--- config.mk ---
export PLATFORM = sky130hd
export DESIGN_NAME = rf_pulse_monitor_flat
export DESIGN_NICKNAME = d
export VERILOG_FILES = /design/src/rtl/rf_pulse_monitor_if.sv /design/src/rtl/rf_pulse_monitor.sv /design/src/flat_wrapper.sv
export SDC_FILE = /design/constraint.sdc
export NUM_CORES = 1
export LEC_CHECK = 0
export CORE_MARGIN = 5
export CORE_UTILIZATION = 55
export CTS_CLUSTER_DIAMETER = 80
export DETAILED_ROUTE_END_ITERATION = 6
export GPL_TIMING_DRIVEN = 0
export PLACE_DENSITY = 0.72
export SETUP_SLACK_MARGIN = 0.3
export SLEW_MARGIN = 10
export SYNTH_ARGS = -nofsm -noshare
export SYNTH_HDL_FRONTEND = slang
export SYNTH_SLANG_ARGS = --single-unit
--- constraint.sdc ---
create_clock -name clk -period 4.2 [get_ports clk]
set_input_delay 0.42 -clock clk [delete_from_list [all_inputs] [get_ports clk]]
set_output_delay 0.42 -clock clk [all_outputs]
set_load 0.005 [all_outputs]
--- src/rtl/rf_pulse_monitor_if.sv ---
// ---------------------------------------------------------------------------
// rf_pulse_monitor_if
//
// Signal bundle between the RF pulse-train monitor and its controller
// (the Arduino-facing glue, or a testbench).
//
// Parameters
//   CNT_W    : width of measured widths / readback data
//
// Signals
//   rf_in    : RF control line under test (asynchronous to clk)
//   arm      : level, high enables one measurement
//   rd_sel   : readback index (0=pulse1 1=gap1 2=pulse2 3=gap2 4=pulse3)
//   rd_width : measured width selected by rd_sel, 0 for indices 5..7
//   busy     : measurement in progress
//   done     : sequence complete or aborted by timeout
//   pass     : all five fields in tolerance (only meaningful with done)
//   err      : 0 none, 1..5 first failing field, 7 timeout
//
// Modports
//   master   : controller side, drives rf_in/arm/rd_sel
//   slave    : monitor side, drives the status and readback
// ---------------------------------------------------------------------------
interface rf_pulse_monitor_if #(
  parameter int unsigned CNT_W = 32
);
  logic             rf_in;
  logic             arm;
  logic [2:0]       rd_sel;
  logic [CNT_W-1:0] rd_width;
  logic             busy;
  logic             done;
  logic             pass;
  logic [2:0]       err;

  modport master (
    output rf_in,
    output arm,
    output rd_sel,
    input  rd_width,
    input  busy,
    input  done,
    input  pass,
    input  err
  );

  modport slave (
    input  rf_in,
    input  arm,
    input  rd_sel,
    output rd_width,
    output busy,
    output done,
    output pass,
    output err
  );
endinterface

--- src/rtl/rf_pulse_monitor.sv ---
// ---------------------------------------------------------------------------
// rf_pulse_monitor
//
// Receive-side checker for the interferometer RF pulse train
// (pi/2 - gap - pi - gap - pi/2). The RF line is synchronised, rise/fall
// events are detected, and the width of each of the five fields is measured
// in clk cycles, stored, and checked against its nominal value within
// +/- TOL_CYC. Status (busy/done/pass/err) and the stored widths are exposed
// for readback.
//
// Ports
//   clk    : system clock
//   rst_n  : asynchronous active-low reset
//   bus    : rf_pulse_monitor_if.slave (rf_in, arm, rd_sel in;
//            rd_width, busy, done, pass, err out)
//
// Optional feature
//   RF_MON_TIMEOUT_EN : when defined, any waiting/measuring state that dwells
//                       TIMEOUT_CYC cycles ends the run in DONE with err=7.
//                       When undefined, states wait indefinitely.
// ---------------------------------------------------------------------------
module rf_pulse_monitor #(
  parameter int unsigned CNT_W       = 32,
  parameter int unsigned PI_2_CYC    = 333,
  parameter int unsigned PI_CYC      = 666,
  parameter int unsigned GAP_CYC     = 66600,
  parameter int unsigned TOL_CYC     = 4,
  parameter int unsigned TIMEOUT_CYC = 200000
) (
  input  logic                clk,
  input  logic                rst_n,
  rf_pulse_monitor_if.slave   bus
);

`ifdef RF_MON_TIMEOUT_EN
  localparam bit TimeoutEn = 1'b1;
`else
  localparam bit TimeoutEn = 1'b0;
`endif

  // Tolerance arithmetic is done one bit wider so nom+TOL cannot overflow.
  localparam logic [CNT_W:0]   NomPi2     = (CNT_W+1)'(PI_2_CYC);
  localparam logic [CNT_W:0]   NomPi      = (CNT_W+1)'(PI_CYC);
  localparam logic [CNT_W:0]   NomGap     = (CNT_W+1)'(GAP_CYC);
  localparam logic [CNT_W:0]   Tol        = (CNT_W+1)'(TOL_CYC);
  localparam logic [CNT_W-1:0] TimeoutLim = CNT_W'(TIMEOUT_CYC);
  localparam logic [2:0]       ErrTimeout = 3'd7;

  typedef enum logic [3:0] {
    StIdle,
    StArmLow,
    StWaitP1,
    StHigh1,
    StGap1,
    StHigh2,
    StGap2,
    StHigh3,
    StDone
  } state_e;

  state_e state_q, state_d;

  // -------------------------------------------------------------------------
  // Input synchroniser and edge detection
  // -------------------------------------------------------------------------
  logic rf_meta_q, rf_s_q, rf_prev_q;
  logic rise, fall;

  always_ff @(posedge clk or negedge rst_n) begin
    if (!rst_n) begin
      rf_meta_q <= 1'b0;
      rf_s_q    <= 1'b0;
      rf_prev_q <= 1'b0;
    end else begin
      rf_meta_q <= bus.rf_in;
      rf_s_q    <= rf_meta_q;
      rf_prev_q <= rf_s_q;
    end
  end

  assign rise = rf_s_q & ~rf_prev_q;
  assign fall = ~rf_s_q & rf_prev_q;

  // -------------------------------------------------------------------------
  // Counters, fields and error code
  // -------------------------------------------------------------------------
  logic [CNT_W-1:0] cnt_q, cnt_d, cnt_inc;
  logic [CNT_W-1:0] dwell_q, dwell_d, dwell_inc;
  logic [CNT_W-1:0] field_q [5];
  logic [2:0]       err_q, err_d;
  logic             cap_en;
  logic [2:0]       cap_idx;
  logic             clr_fields;
  logic             in_run;
  logic             timeout_hit;

  // Saturating increments: a stuck line must never wrap back into tolerance.
  assign cnt_inc   = (cnt_q == '1)   ? cnt_q   : cnt_q + CNT_W'(1);
  assign dwell_inc = (dwell_q == '1) ? dwell_q : dwell_q + CNT_W'(1);

  // Dwell limit only exists when the timeout feature is compiled in.
  assign timeout_hit = TimeoutEn && (dwell_q >= TimeoutLim);

  assign in_run = (state_q == StArmLow) || (state_q == StWaitP1) ||
                  (state_q == StHigh1)  || (state_q == StGap1)   ||
                  (state_q == StHigh2)  || (state_q == StGap2)   ||
                  (state_q == StHigh3);

  function automatic logic [CNT_W:0] nom_of(input logic [2:0] idx);
    logic [CNT_W:0] nom;
    unique case (idx)
      3'd0, 3'd4: nom = NomPi2;
      3'd2:       nom = NomPi;
      default:    nom = NomGap;
    endcase
    return nom;
  endfunction

  // Lower bound clamps to zero when the nominal is smaller than the tolerance.
  function automatic logic in_tol(input logic [CNT_W-1:0] w, input logic [CNT_W:0] nom);
    logic [CNT_W:0] wx, lo, hi;
    wx = {1'b0, w};
    lo = (nom >= Tol) ? nom - Tol : '0;
    hi = nom + Tol;
    return (wx >= lo) && (wx <= hi);
  endfunction

  // -------------------------------------------------------------------------
  // Next-state logic
  // -------------------------------------------------------------------------
  always_comb begin
    state_d    = state_q;
    cnt_d      = cnt_inc;
    dwell_d    = dwell_inc;
    err_d      = err_q;
    cap_en     = 1'b0;
    cap_idx    = 3'd0;
    clr_fields = 1'b0;

    unique case (state_q)
      StIdle: begin
        cnt_d   = '0;
        dwell_d = '0;
        err_d   = '0;
        if (bus.arm) begin
          state_d    = StArmLow;
          clr_fields = 1'b1;
          dwell_d    = CNT_W'(1);
        end
      end
      // Discard a pulse already in progress when arm rose.
      StArmLow: begin
        cnt_d = '0;
        if (!rf_s_q) begin
          state_d = StWaitP1;
          dwell_d = CNT_W'(1);
        end
      end
      StWaitP1: begin
        cnt_d = '0;
        if (rise) begin
          state_d = StHigh1;
          cnt_d   = CNT_W'(1);
          dwell_d = CNT_W'(1);
        end
      end
      StHigh1: begin
        if (fall) begin
          state_d = StGap1;
          cap_en  = 1'b1;
          cap_idx = 3'd0;
        end
      end
      StGap1: begin
        if (rise) begin
          state_d = StHigh2;
          cap_en  = 1'b1;
          cap_idx = 3'd1;
        end
      end
      StHigh2: begin
        if (fall) begin
          state_d = StGap2;
          cap_en  = 1'b1;
          cap_idx = 3'd2;
        end
      end
      StGap2: begin
        if (rise) begin
          state_d = StHigh3;
          cap_en  = 1'b1;
          cap_idx = 3'd3;
        end
      end
      StHigh3: begin
        if (fall) begin
          state_d = StDone;
          cap_en  = 1'b1;
          cap_idx = 3'd4;
        end
      end
      StDone: begin
        cnt_d   = cnt_q;
        dwell_d = '0;
        if (!bus.arm) begin
          state_d = StIdle;
        end
      end
      default: begin
        state_d = StIdle;
      end
    endcase

    // A capture restarts both counters on the edge cycle.
    if (cap_en) begin
      cnt_d   = CNT_W'(1);
      dwell_d = CNT_W'(1);
      if ((err_q == 3'd0) && !in_tol(cnt_q, nom_of(cap_idx))) begin
        err_d = cap_idx + 3'd1;
      end
    end

    // Timeout only applies when no edge moved the FSM this cycle.
    if (in_run && (state_d == state_q) && timeout_hit) begin
      state_d = StDone;
      err_d   = ErrTimeout;
    end

    // Abort beats every other event; fields keep their last values.
    if (in_run && !bus.arm) begin
      state_d = StIdle;
      cap_en  = 1'b0;
      err_d   = '0;
      cnt_d   = '0;
      dwell_d = '0;
    end
  end

  // -------------------------------------------------------------------------
  // State
  // -------------------------------------------------------------------------
  always_ff @(posedge clk or negedge rst_n) begin
    if (!rst_n) begin
      state_q <= StIdle;
      cnt_q   <= '0;
      dwell_q <= '0;
      err_q   <= '0;
    end else begin
      state_q <= state_d;
      cnt_q   <= cnt_d;
      dwell_q <= dwell_d;
      err_q   <= err_d;
    end
  end

  always_ff @(posedge clk or negedge rst_n) begin
    if (!rst_n) begin
      for (int i = 0; i < 5; i++) begin
        field_q[i] <= '0;
      end
    end else if (clr_fields) begin
      for (int i = 0; i < 5; i++) begin
        field_q[i] <= '0;
      end
    end else if (cap_en) begin
      field_q[cap_idx] <= cnt_q;
    end
  end

  // -------------------------------------------------------------------------
  // Outputs
  // -------------------------------------------------------------------------
  always_comb begin
    bus.rd_width = '0;
    case (bus.rd_sel)
      3'd0:    bus.rd_width = field_q[0];
      3'd1:    bus.rd_width = field_q[1];
      3'd2:    bus.rd_width = field_q[2];
      3'd3:    bus.rd_width = field_q[3];
      3'd4:    bus.rd_width = field_q[4];
      default: bus.rd_width = '0;
    endcase
  end

  assign bus.busy = in_run;
  assign bus.done = (state_q == StDone);
  assign bus.pass = (state_q == StDone) && (err_q == 3'd0);
  assign bus.err  = err_q;

endmodule
--- src/flat_wrapper.sv ---
// flat-port wrapper written by rule: the top's interface ports become plain ports
module rf_pulse_monitor_flat 
#(
  parameter int unsigned CNT_W       = 32,
  parameter int unsigned PI_2_CYC    = 333,
  parameter int unsigned PI_CYC      = 666,
  parameter int unsigned GAP_CYC     = 66600,
  parameter int unsigned TOL_CYC     = 4,
  parameter int unsigned TIMEOUT_CYC = 200000
)
  (clk, rst_n, bus_rf_in, bus_arm, bus_rd_sel, bus_rd_width, bus_busy, bus_done, bus_pass, bus_err);
  rf_pulse_monitor_if #(.CNT_W(CNT_W)) bus_i ();
  input  logic clk;
  input  logic rst_n;
  input wire logic [$bits(bus_i.rf_in)-1:0] bus_rf_in;
  input wire logic [$bits(bus_i.arm)-1:0] bus_arm;
  input wire logic [$bits(bus_i.rd_sel)-1:0] bus_rd_sel;
  output wire logic [$bits(bus_i.rd_width)-1:0] bus_rd_width;
  output wire logic [$bits(bus_i.busy)-1:0] bus_busy;
  output wire logic [$bits(bus_i.done)-1:0] bus_done;
  output wire logic [$bits(bus_i.pass)-1:0] bus_pass;
  output wire logic [$bits(bus_i.err)-1:0] bus_err;
  assign bus_i.rf_in = bus_rf_in;
  assign bus_i.arm = bus_arm;
  assign bus_i.rd_sel = bus_rd_sel;
  assign bus_rd_width = bus_i.rd_width;
  assign bus_busy = bus_i.busy;
  assign bus_done = bus_i.done;
  assign bus_pass = bus_i.pass;
  assign bus_err = bus_i.err;
  rf_pulse_monitor #(.CNT_W(CNT_W), .PI_2_CYC(PI_2_CYC), .PI_CYC(PI_CYC), .GAP_CYC(GAP_CYC), .TOL_CYC(TOL_CYC), .TIMEOUT_CYC(TIMEOUT_CYC)) u_core (.clk(clk), .rst_n(rst_n), .bus(bus_i));
endmodule
Word level (Yosys, flattened, before mapping)
Cells that the tools add are included.

Register bits after elaboration: 202. Input bits: 7. Output and inout bits: 38. Word-level logic and storage cells: 115.

$add $sub $neg: 4. Order comparisons: 5. Eq/ne operators: 26. Multiplexer cells: 40. Bitwise logic cells: 5. Reduce and logical (&&, ||, !) cells: 24.

Operators with widths (count): 160-bit two-way mux (2); 160-bit bitwise mux (1); 32-bit one-hot mux with 5 select lines (1); 32-bit two-way mux (4); 32-bit demux with 3-bit select (1); 32-bit one-hot mux with 3 select lines (1); 33-bit two-way mux (2); 4-bit two-way mux (10); 4-bit one-hot mux with 9 select lines (1); 17-bit one-hot mux with 2 select lines (1); 33-bit by 3-bit adder with 33-bit output, second input constant (1); 32-bit by 33-bit greater-or-equal comparator with 1-bit output (1); 33-bit by 3-bit greater-or-equal comparator with 1-bit output, second input constant (1); 32-bit by 33-bit <= comparator with 1-bit output (1); 33-bit by 3-bit subtractor with 33-bit output, second input constant (1); 32-bit by 1-bit adder with 32-bit output, second input constant (1); 32-bit == test, second input constant (1); 3-bit by 2-bit inequality test with 1-bit output, second input constant (8); 4-bit by 3-bit == test with 1-bit output, second input constant (4); 3-bit two-way mux (5); 3-bit one-hot mux with 4 select lines (1); 3-bit by 2-bit == test with 1-bit output, second input constant (3); 3-bit zero test (3); 9-bit AND reduction (1); other kinds (25) (48).

Depth between registers and ports, before layout
Gate-level depths: netlist of run 1.

Word-level depth: 17. Gate-level depth with buffers: 16. Gate-level depth less buffers: 15.

Least setup slack after synthesis of run 1
No wires, ideal clock.

Kind: flip-flop to flip-flop. From: reg u_core.rf_prev_q. To: reg u_core.err_q[0], in the netlist u_core.bus.err[0]. Library setup time: 76 ps. Arrival: 3536 ps. Required time: 4124 ps. Slack: 588 ps. Stages on the path, launching flop included: 16. Path buffers: 0. Period minus slack after synthesis: 3612 ps. Cells stage by stage: dfrtp_1 or3b_1 mux2i_1 nand2_1 inv_1 ha_1 o21ai_0 ha_1 inv_1 ha_1 or4b_2 nor3_2 nand3_1 o31ai_1 a32oi_1 o21ai_1.

Cells in the longest elaborated chain, start to end: 17. Elaborated cells between the ends (all ways): 30. Classes of those cells: 3 x add/sub; 3 x order compare; 2 x eq/ne; 14 x mux; 3 x bitwise; 5 x reduce/logical.

RTL lines: start: declaration (RTL line rf_pulse_monitor.sv:66) `logic rf_meta_q, rf_s_q, rf_prev_q;`; start signal: assignment (RTL line rf_pulse_monitor.sv:77) `rf_prev_q <= rf_s_q;`; 1-bit NOT (RTL line rf_pulse_monitor.sv:81) `assign rise = rf_s_q & ~rf_prev_q;`; 1-bit AND (RTL line rf_pulse_monitor.sv:81); 2-bit two-way mux / 1-bit two-way mux (equally long branches) (RTL line rf_pulse_monitor.sv:189, rf_pulse_monitor.sv:175); 3-bit one-hot mux with 4 select lines (RTL line rf_pulse_monitor.sv:140) `unique case (state_q)`; 3-bit == test / 3-bit zero test (equally long branches) (RTL line rf_pulse_monitor.sv:111) `unique case (idx)`; 2-bit OR reduction (RTL line rf_pulse_monitor.sv:111); 17-bit one-hot mux with 2 select lines (RTL line rf_pulse_monitor.sv:111); 33-bit two-way mux (RTL line rf_pulse_monitor.sv:215) `if (cap_en) begin`; [2 not listed]; 32-bit by 33-bit greater-or-equal comparator with 1-bit output (RTL line rf_pulse_monitor.sv:125) `return (wx >= lo) && (wx <= hi);`; 1-bit logical AND (RTL line rf_pulse_monitor.sv:125); 1-bit zero test (RTL line rf_pulse_monitor.sv:218) `if ((err_q == 3'd0) && !in_tol(cnt_q, nom_of(cap_idx))) begin`; 1-bit logical AND (RTL line rf_pulse_monitor.sv:218); 3-bit two-way mux (RTL line rf_pulse_monitor.sv:218); 3-bit two-way mux * (RTL line rf_pulse_monitor.sv:215); 3-bit two-way mux * (RTL line rf_pulse_monitor.sv:230) `if (in_run && !bus.arm) begin`; net u_core.err_d[0] (RTL line rf_pulse_monitor.sv:90) `logic [2:0] err_q, err_d;`; end signal: assignment (RTL line rf_pulse_monitor.sv:252) `err_q <= err_d;`; end: declaration (RTL line rf_pulse_monitor.sv:90).

The timed path passes the listed nets; every way through them passes the cells marked *. The select of a mux whose other input is x is not followed. A chain may end at the register's enable or synchronous reset.

Worst setup path after layout of run 1
From: reg u_core.rf_prev_q. To: reg u_core.err_q[1], in the netlist u_core.bus.err[1].

Same word-level chain as after synthesis.

==> results of run 1 <==
layout make-up:
type | instances | area [µm²]
buffer | 115 | 492
clock buffer | 35 | 691
clock inverter | 7 | 75.1
fill | 1655 | 7020
inverter | 19 | 71.3
multi-input combinational | 866 | 5150
sequential | 202 | 5050
tap | 265 | 332
timing repair buffer | 43 | 453
Yosys cell counts (all sizes together) (8+ instances only):
library cell  number
nand3             19
a2111oi            8
mux2              31
nor3              10
mux2i             35
buf               50
o22ai             31
dfrtp            202
a22oi             62
and3              11
nor2              69
or3                9
clkbuf            65
xnor2             14
nor2b              8
ha                27
inv               19
o21ai             20
nand4             12
nand2            284
a21oi            141
cells by family (layout without fill, tap and decap cells):
logic type	count (synthesis)	in the layout	share of synthesized area
flip-flops	202	202	0.471
adder cells (fa/ha/maj)	27	27	0.0315
AND/OR/NAND/NOR	450	450	0.184
XOR/XNOR	21	21	0.0172
multiplexers	67	67	0.0673
AO/OA/AOI/OAI	301	301	0.176
buffers and inverters	134	219	0.0525
routing by layer:
layer	track usage	part of all wire	wire (µm)	vias up
met5	0	0	0	-
met4	0.0966	0.035	1150	0
met3	0.0742	0.095	3130	87
met2	0.451	0.45	14800	437
met1	0.416	0.42	13800	4568
li1	-	-	-	4325
per-stage QoR:
step            util  std cells  TNS (ns)
6_report       0.637       1552         0
5_1_grt        0.637       1552         0
4_1_cts        0.636       1552         0
3_5_place_dp   0.595       1509    -0.242
3_3_place_gp   0.593       1508  -1202.65
2_1_floorplan      -       1202         0
timing repair:
action	CTS	global route
setup buffers	0	0
endpoints found under the hold margin	50	0
setup endpoints to repair	3	3
hold buffers	1	0
resized for setup	8	6
worst paths after layout:
path / from / to / slack, ns / cells past startpoint
setup / recovery: u_core.rf_prev_q / u_core.bus.err[1] / 0.51 / 15
hold / removal: u_core.rf_meta_q / u_core.rf_s_q / 0.35 / 0
setup reg to reg: u_core.rf_prev_q / u_core.bus.err[1] / 0.51 / 15
max in group asynchronous: rst_n / u_core.cnt_q[26] / 2.70 / 3
hold reg to reg: u_core.rf_meta_q / u_core.rf_s_q / 0.35 / 0
min in group asynchronous: rst_n / u_core.field_q[135] / 0.53 / 2
power by group:
part	total (W)	leakage, nW	internal (W)	switching, W
registers	0.00195	2.81	0.00195	0.00000356
clock network	0.00201	0.367	0.00120	0.000812
logic	0.000285	2.20	0.0000519	0.000233
total	0.00425	5.38	0.00320	0.00105
state kept, by name, indices dropped and copies added (netlist names):
name and flops:
u_core.bus.err 3, u_core.cnt_q 32, u_core.field_q 160, u_core.rf_meta_q 1
u_core.rf_prev_q 1, u_core.rf_s_q 1, u_core.state_q 4
==> results.tsv, run 1 <==
metric	value	unit
remaining global-route overflow	0	
final setup margin	0.513	ns
Max Clk Rate	0.271	GHz
minimum clock period	3.69	ns
total power	0.00425	W
Tcrit/Tclk final	0.878	
worst skew pair latency	0.51	ns
DPL Wire Length	22.1	mm
Final setup viols	0	
Clock transition at path regs	0.05	ns
unrepaired setup endpoints after global routing	no	
Core Region	0.0193	mm²
total CTS buffers	23	
drt wl/cell	21.2	µm
GRT Overall Usage	0.295	
Hold WC Path Type	reg -> reg	
Final Net Count	1304	
post-synthesis sequential area ratio	0.471	
most frequent cells in the layout	nand2_1 (282), dfrtp_1 (202), a21oi_1 (140), clkbuf_1 (70), nor2_1 (69)	
Max clock buf depth	3	
Remaining DRCs	0	
largest net degree at the start of global routing	106	
Ys Warns	0	
post-DR vias/cell	6.07	
Mapped Nets	1236	
initial drt markers	874	
Setup Skew	0.0149	ns
Top FF cell, synth	dfrtp_1	
Post-DP Area	0.0115	mm²
ranking of synthesized cells by area	dfrtp_1 (47%), nand2_1 (9.9%), a21oi_1 (6.5%)	
Distinct cells, synth	59	
Antenna diodes	0	
First-pass DRT Iterations	6	
first-pass GRT wire length	51.6	mm
H-tree lvl count	1	
Site Rows	51	
dominant cell type by count on the critical path	ha_1	
area leader, netlist	dfrtp_1	
Max Transition Viols Final	0	
average size of a mapped cell	8.92	µm²
clock sinks	202	
Leakage	5.38	nW
EDFF count, synth	0	
port buffer count	41	
Hold Worst Slack	0.353	ns
growth of design area from synthesis to finish	14.9	%
Post-Syn Area	0.0107	mm²
Final Cell Area	0.0123	mm²
Worst EP arrival	4.11	ns
async set-or-reset flop fraction in the synthesized netlist	1.00	
CP top delay family	simple AND/OR/NAND/NOR gates	
Crit Path Class	reg -> reg	
Crit path buffers/inverters	2	
total number of vias	9417	
Routed Antenna Nets	0	
antenna violations before repair	0	
vias in the first global route	9224	
run status	completed	
PwrDens	345	mW/mm²
final hold viol count	0	
share of the synthesized area in the top cell type	0.471	
gpl congestion	0.893	
commonest non-fill, non-tap cell in the layout	nand2_1	
pre-CTS setup slack	-0.0905	ns
critical path, cell by cell	or3b_4 > mux2i_2 > nand2_2 > inv_1 > ha_1 > o21ai_2 > ha_1 > inv_1 > ha_1 > or4b_4 > nor3_2 > nand3_1 > o31ai_2 > a32oi_2 > o21ai_1	
Largest stage delay, worst path	0.50	ns
Routed Wire Length	32.9	mm
Crit-path slowest cell	or4b_4	
io pins	45	
CTS tree	done	
number of max-cap violations	0	
Initial Utilization	0.555	
flip-flop and latch count after synthesis	202	
crit end category	flip-flop	
slew margin rel.	0.387	
Startpoint Class	flip-flop	
layout cells sized above 1	0.110	
Crit Path Max Fanout	7	
Die X	150	µm
die area	0.0224	mm²
Mapped Cells	1202	
Worst-Margin Slew	0.919	ns
Root Driver	clkbuf_16	
maximum vdd drop	0.000291	V
Req. time, crit path	4.63	ns
DIE HEIGHT	150	µm
Power figures use the tool's default switching activity.
==> run 2, diff against run 1 <==
--- a/config.mk
+++ b/config.mk
@@ -10,9 +10,10 @@
 export CTS_CLUSTER_DIAMETER = 80
 export DETAILED_ROUTE_END_ITERATION = 6
 export GPL_TIMING_DRIVEN = 0
-export PLACE_DENSITY = 0.72
+export PLACE_DENSITY = 0.75
 export SETUP_SLACK_MARGIN = 0.3
 export SLEW_MARGIN = 10
 export SYNTH_ARGS = -nofsm -noshare
 export SYNTH_HDL_FRONTEND = slang
 export SYNTH_SLANG_ARGS = --single-unit
+export TNS_END_PERCENT = 10
==> constraint.sdc (replaced) <==
create_clock -name clk -period 3.1 [get_ports clk]
set_input_delay 0.31 -clock clk [delete_from_list [all_inputs] [get_ports clk]]
set_output_delay 0.31 -clock clk [all_outputs]
set_load 0.005 [all_outputs]
==> results.tsv, run 2 (same netlist as run 1, synthesis figures left out) <==
metric	value	unit	change
slew margin rel.	0.442		+0.0546
number of max-cap violations	0		unchanged
PwrDens	448	mW/mm²	+30%
DIE HEIGHT	150	µm	unchanged
final hold viol count	0		unchanged
Routed Antenna Nets	0		unchanged
total number of vias	9569		+1.6%
commonest non-fill, non-tap cell in the layout	nand2_1		
Hold WC Path Type	in -> reg		
growth of design area from synthesis to finish	17.5	%	
Final setup viols	3		+3
Tcrit/Tclk final	1.06		+0.177
largest net degree at the start of global routing	82		-23%
Site Rows	51		unchanged
Setup Skew	0.0271	ns	+0.0122 ns
Post-DP Area	0.0116	mm²	+0.92%
minimum clock period	3.27	ns	-0.416 ns
Initial Utilization	0.555		unchanged
most frequent cells in the layout	nand2_1 (282), dfrtp_1 (202), a21oi_1 (140), nor2_1 (69), a22oi_1 (62)		
worst skew pair latency	0.53	ns	+0.02 ns
Max clock buf depth	3		unchanged
antenna violations before repair	0		unchanged
Worst EP arrival	3.70	ns	-0.41 ns
Max Clk Rate	0.306	GHz	+13%
Final Cell Area	0.0126	mm²	+2.3%
crit end category	flip-flop		
vias in the first global route	9432		+2.3%
GRT Overall Usage	0.296		+0.000788
port buffer count	41		unchanged
R2R Setup Slk	-0.17	ns	-0.68 ns
drt wl/cell	20.9	µm	-1.3%
Startpoint Class	flip-flop		
failing checks	setup timing		
Antenna diodes	0		unchanged
CTS tree	done		
Core Region	0.0193	mm²	unchanged
final setup margin	-0.171	ns	-0.684 ns
critical path, cell by cell	or3b_4 > mux2i_4 > nand2_2 > inv_2 > ha_4 > o21ai_4 > ha_4 > inv_4 > ha_4 > or4b_4 > nor3_4 > nand3_2 > o31ai_2 > a32oi_2 > o21ai_1		
number of flip-flops in the largest register	160		unchanged
post-DR vias/cell	6.10		+0.51%
die area	0.0224	mm²	unchanged
unrepaired setup endpoints after global routing	yes		
Routed Wire Length	32.8	mm	-0.18%
Largest stage delay, worst path	0.51	ns	about the same
biggest regs	u_core.field_q (160), u_core.cnt_q (32), u_core.state_q (4)		
clock sinks	202		unchanged
run status	finished, violations left		
initial drt markers	1003		+15%
Crit Path Max Fanout	5		-2
First-pass DRT Iterations	5		-1
Clock transition at path regs	0.05	ns	about the same
Root Driver	clkbuf_16		
total CTS buffers	23		unchanged
layout cells sized above 1	0.142		+0.0323
Crit Path Class	reg -> reg		
Placed Cells incl. Taps	1510		+0.066%
io pins	45		unchanged
Final Non-Filler Cells	1569		+1.1%
H-tree lvl count	1		unchanged
maximum vdd drop	0.000402	V	+38%
dominant cell type by count on the critical path	ha_4		
Die X	150	µm	unchanged
first-pass GRT wire length	52.2	mm	+1.2%
most flop-heavy register	u_core.field_q		
Remaining DRCs	0		unchanged
Crit-path slowest cell	or4b_4		
Final Net Count	1324		+1.5%
remaining global-route overflow	0		unchanged
Worst-Margin Slew	0.837	ns	-0.0819 ns
Max Transition Viols Final	0		unchanged
Req. time, crit path	3.53	ns	-1.10 ns
gpl congestion	0.918		+2.7%
Leakage	5.54	nW	+2.9%
DPL Wire Length	22.2	mm	+0.28%
run 2: cell type report:
cell class                 count  area (µm²)
buffer                       115         508
clock buffer                  33         663
clock inverter                 6        45.0
fill                        1595        6740
inverter                      19        78.8
multi-input combinational    866        5290
sequential                   202        5050
tap                          265         332
timing repair buffer          63         623
run 2: power breakdown:
part | switching (W) | internal [W] | leakage [nW]
sequential | 0.00000454 | 0.00264 | 2.81
combinational | 0.000318 | 0.0000853 | 2.37
clock | 0.00110 | 0.00149 | 0.355
total | 0.00142 | 0.00422 | 5.54
run 2: metrics by stage:
step	setup WS (ns)	setup TNS (ns)	hold WS (ns)	power, W	util
after floorplan	-0.00505	-0.0152	0.0144	0.00288	-
after global placement	-6.88	-1386.82	0.337	0.00306	0.597
after detailed placement	-0.403	-1.16	0.244	0.00307	0.600
after CTS	-0.0996	-0.264	0.228	0.00565	0.646
after global routing	-0.341	-0.961	0.247	0.00580	0.652
final	-0.171	-0.471	0.250	0.00564	0.652
run 2: routing by layer:
metal  vias up  global-route usage  part of all wire
met1      4666               0.419              0.41
met5         -                   0                 0
met2       473               0.457              0.45
met4         0               0.115             0.041
li1       4345                   -                 -
met3        85              0.0533             0.099
run 2: timing repair:
action,in CTS,in global routing
setup buffers,16,3
hold endpoints to repair,44,0
gates resized for setup,13,27
pin swaps,9,9
gates cloned,0,0
hold buffers,1,0
endpoints found under the setup margin,5,59
run 2: worst paths after layout:
| path | from | endpoint | depth (start not counted) |
|---|---|---|---|
| setup reg to reg | u_core.rf_s_q | u_core.bus.err[0] | 15 |
| min in group asynchronous | rst_n | u_core.field_q[72] | 2 |
| hold / removal | bus_rf_in | u_core.rf_meta_q | 1 |
| setup / recovery | u_core.rf_s_q | u_core.bus.err[0] | 15 |
| hold reg to reg | u_core.rf_meta_q | u_core.rf_s_q | 0 |
| max in group asynchronous | rst_n | u_core.cnt_q[22] | 3 |
run 2: worst max-delay path, delay by kind of cell (launching register included):
family / cells / cell delay, ns
and+or+nand+nor: 5 / 1.31
AOI/OAI and AO/OA: 4 / 0.68
adders and majority gates: 3 / 0.45
DFF: 1 / 0.40
buffers and inverters: 2 / 0.18
muxes: 1 / 0.16
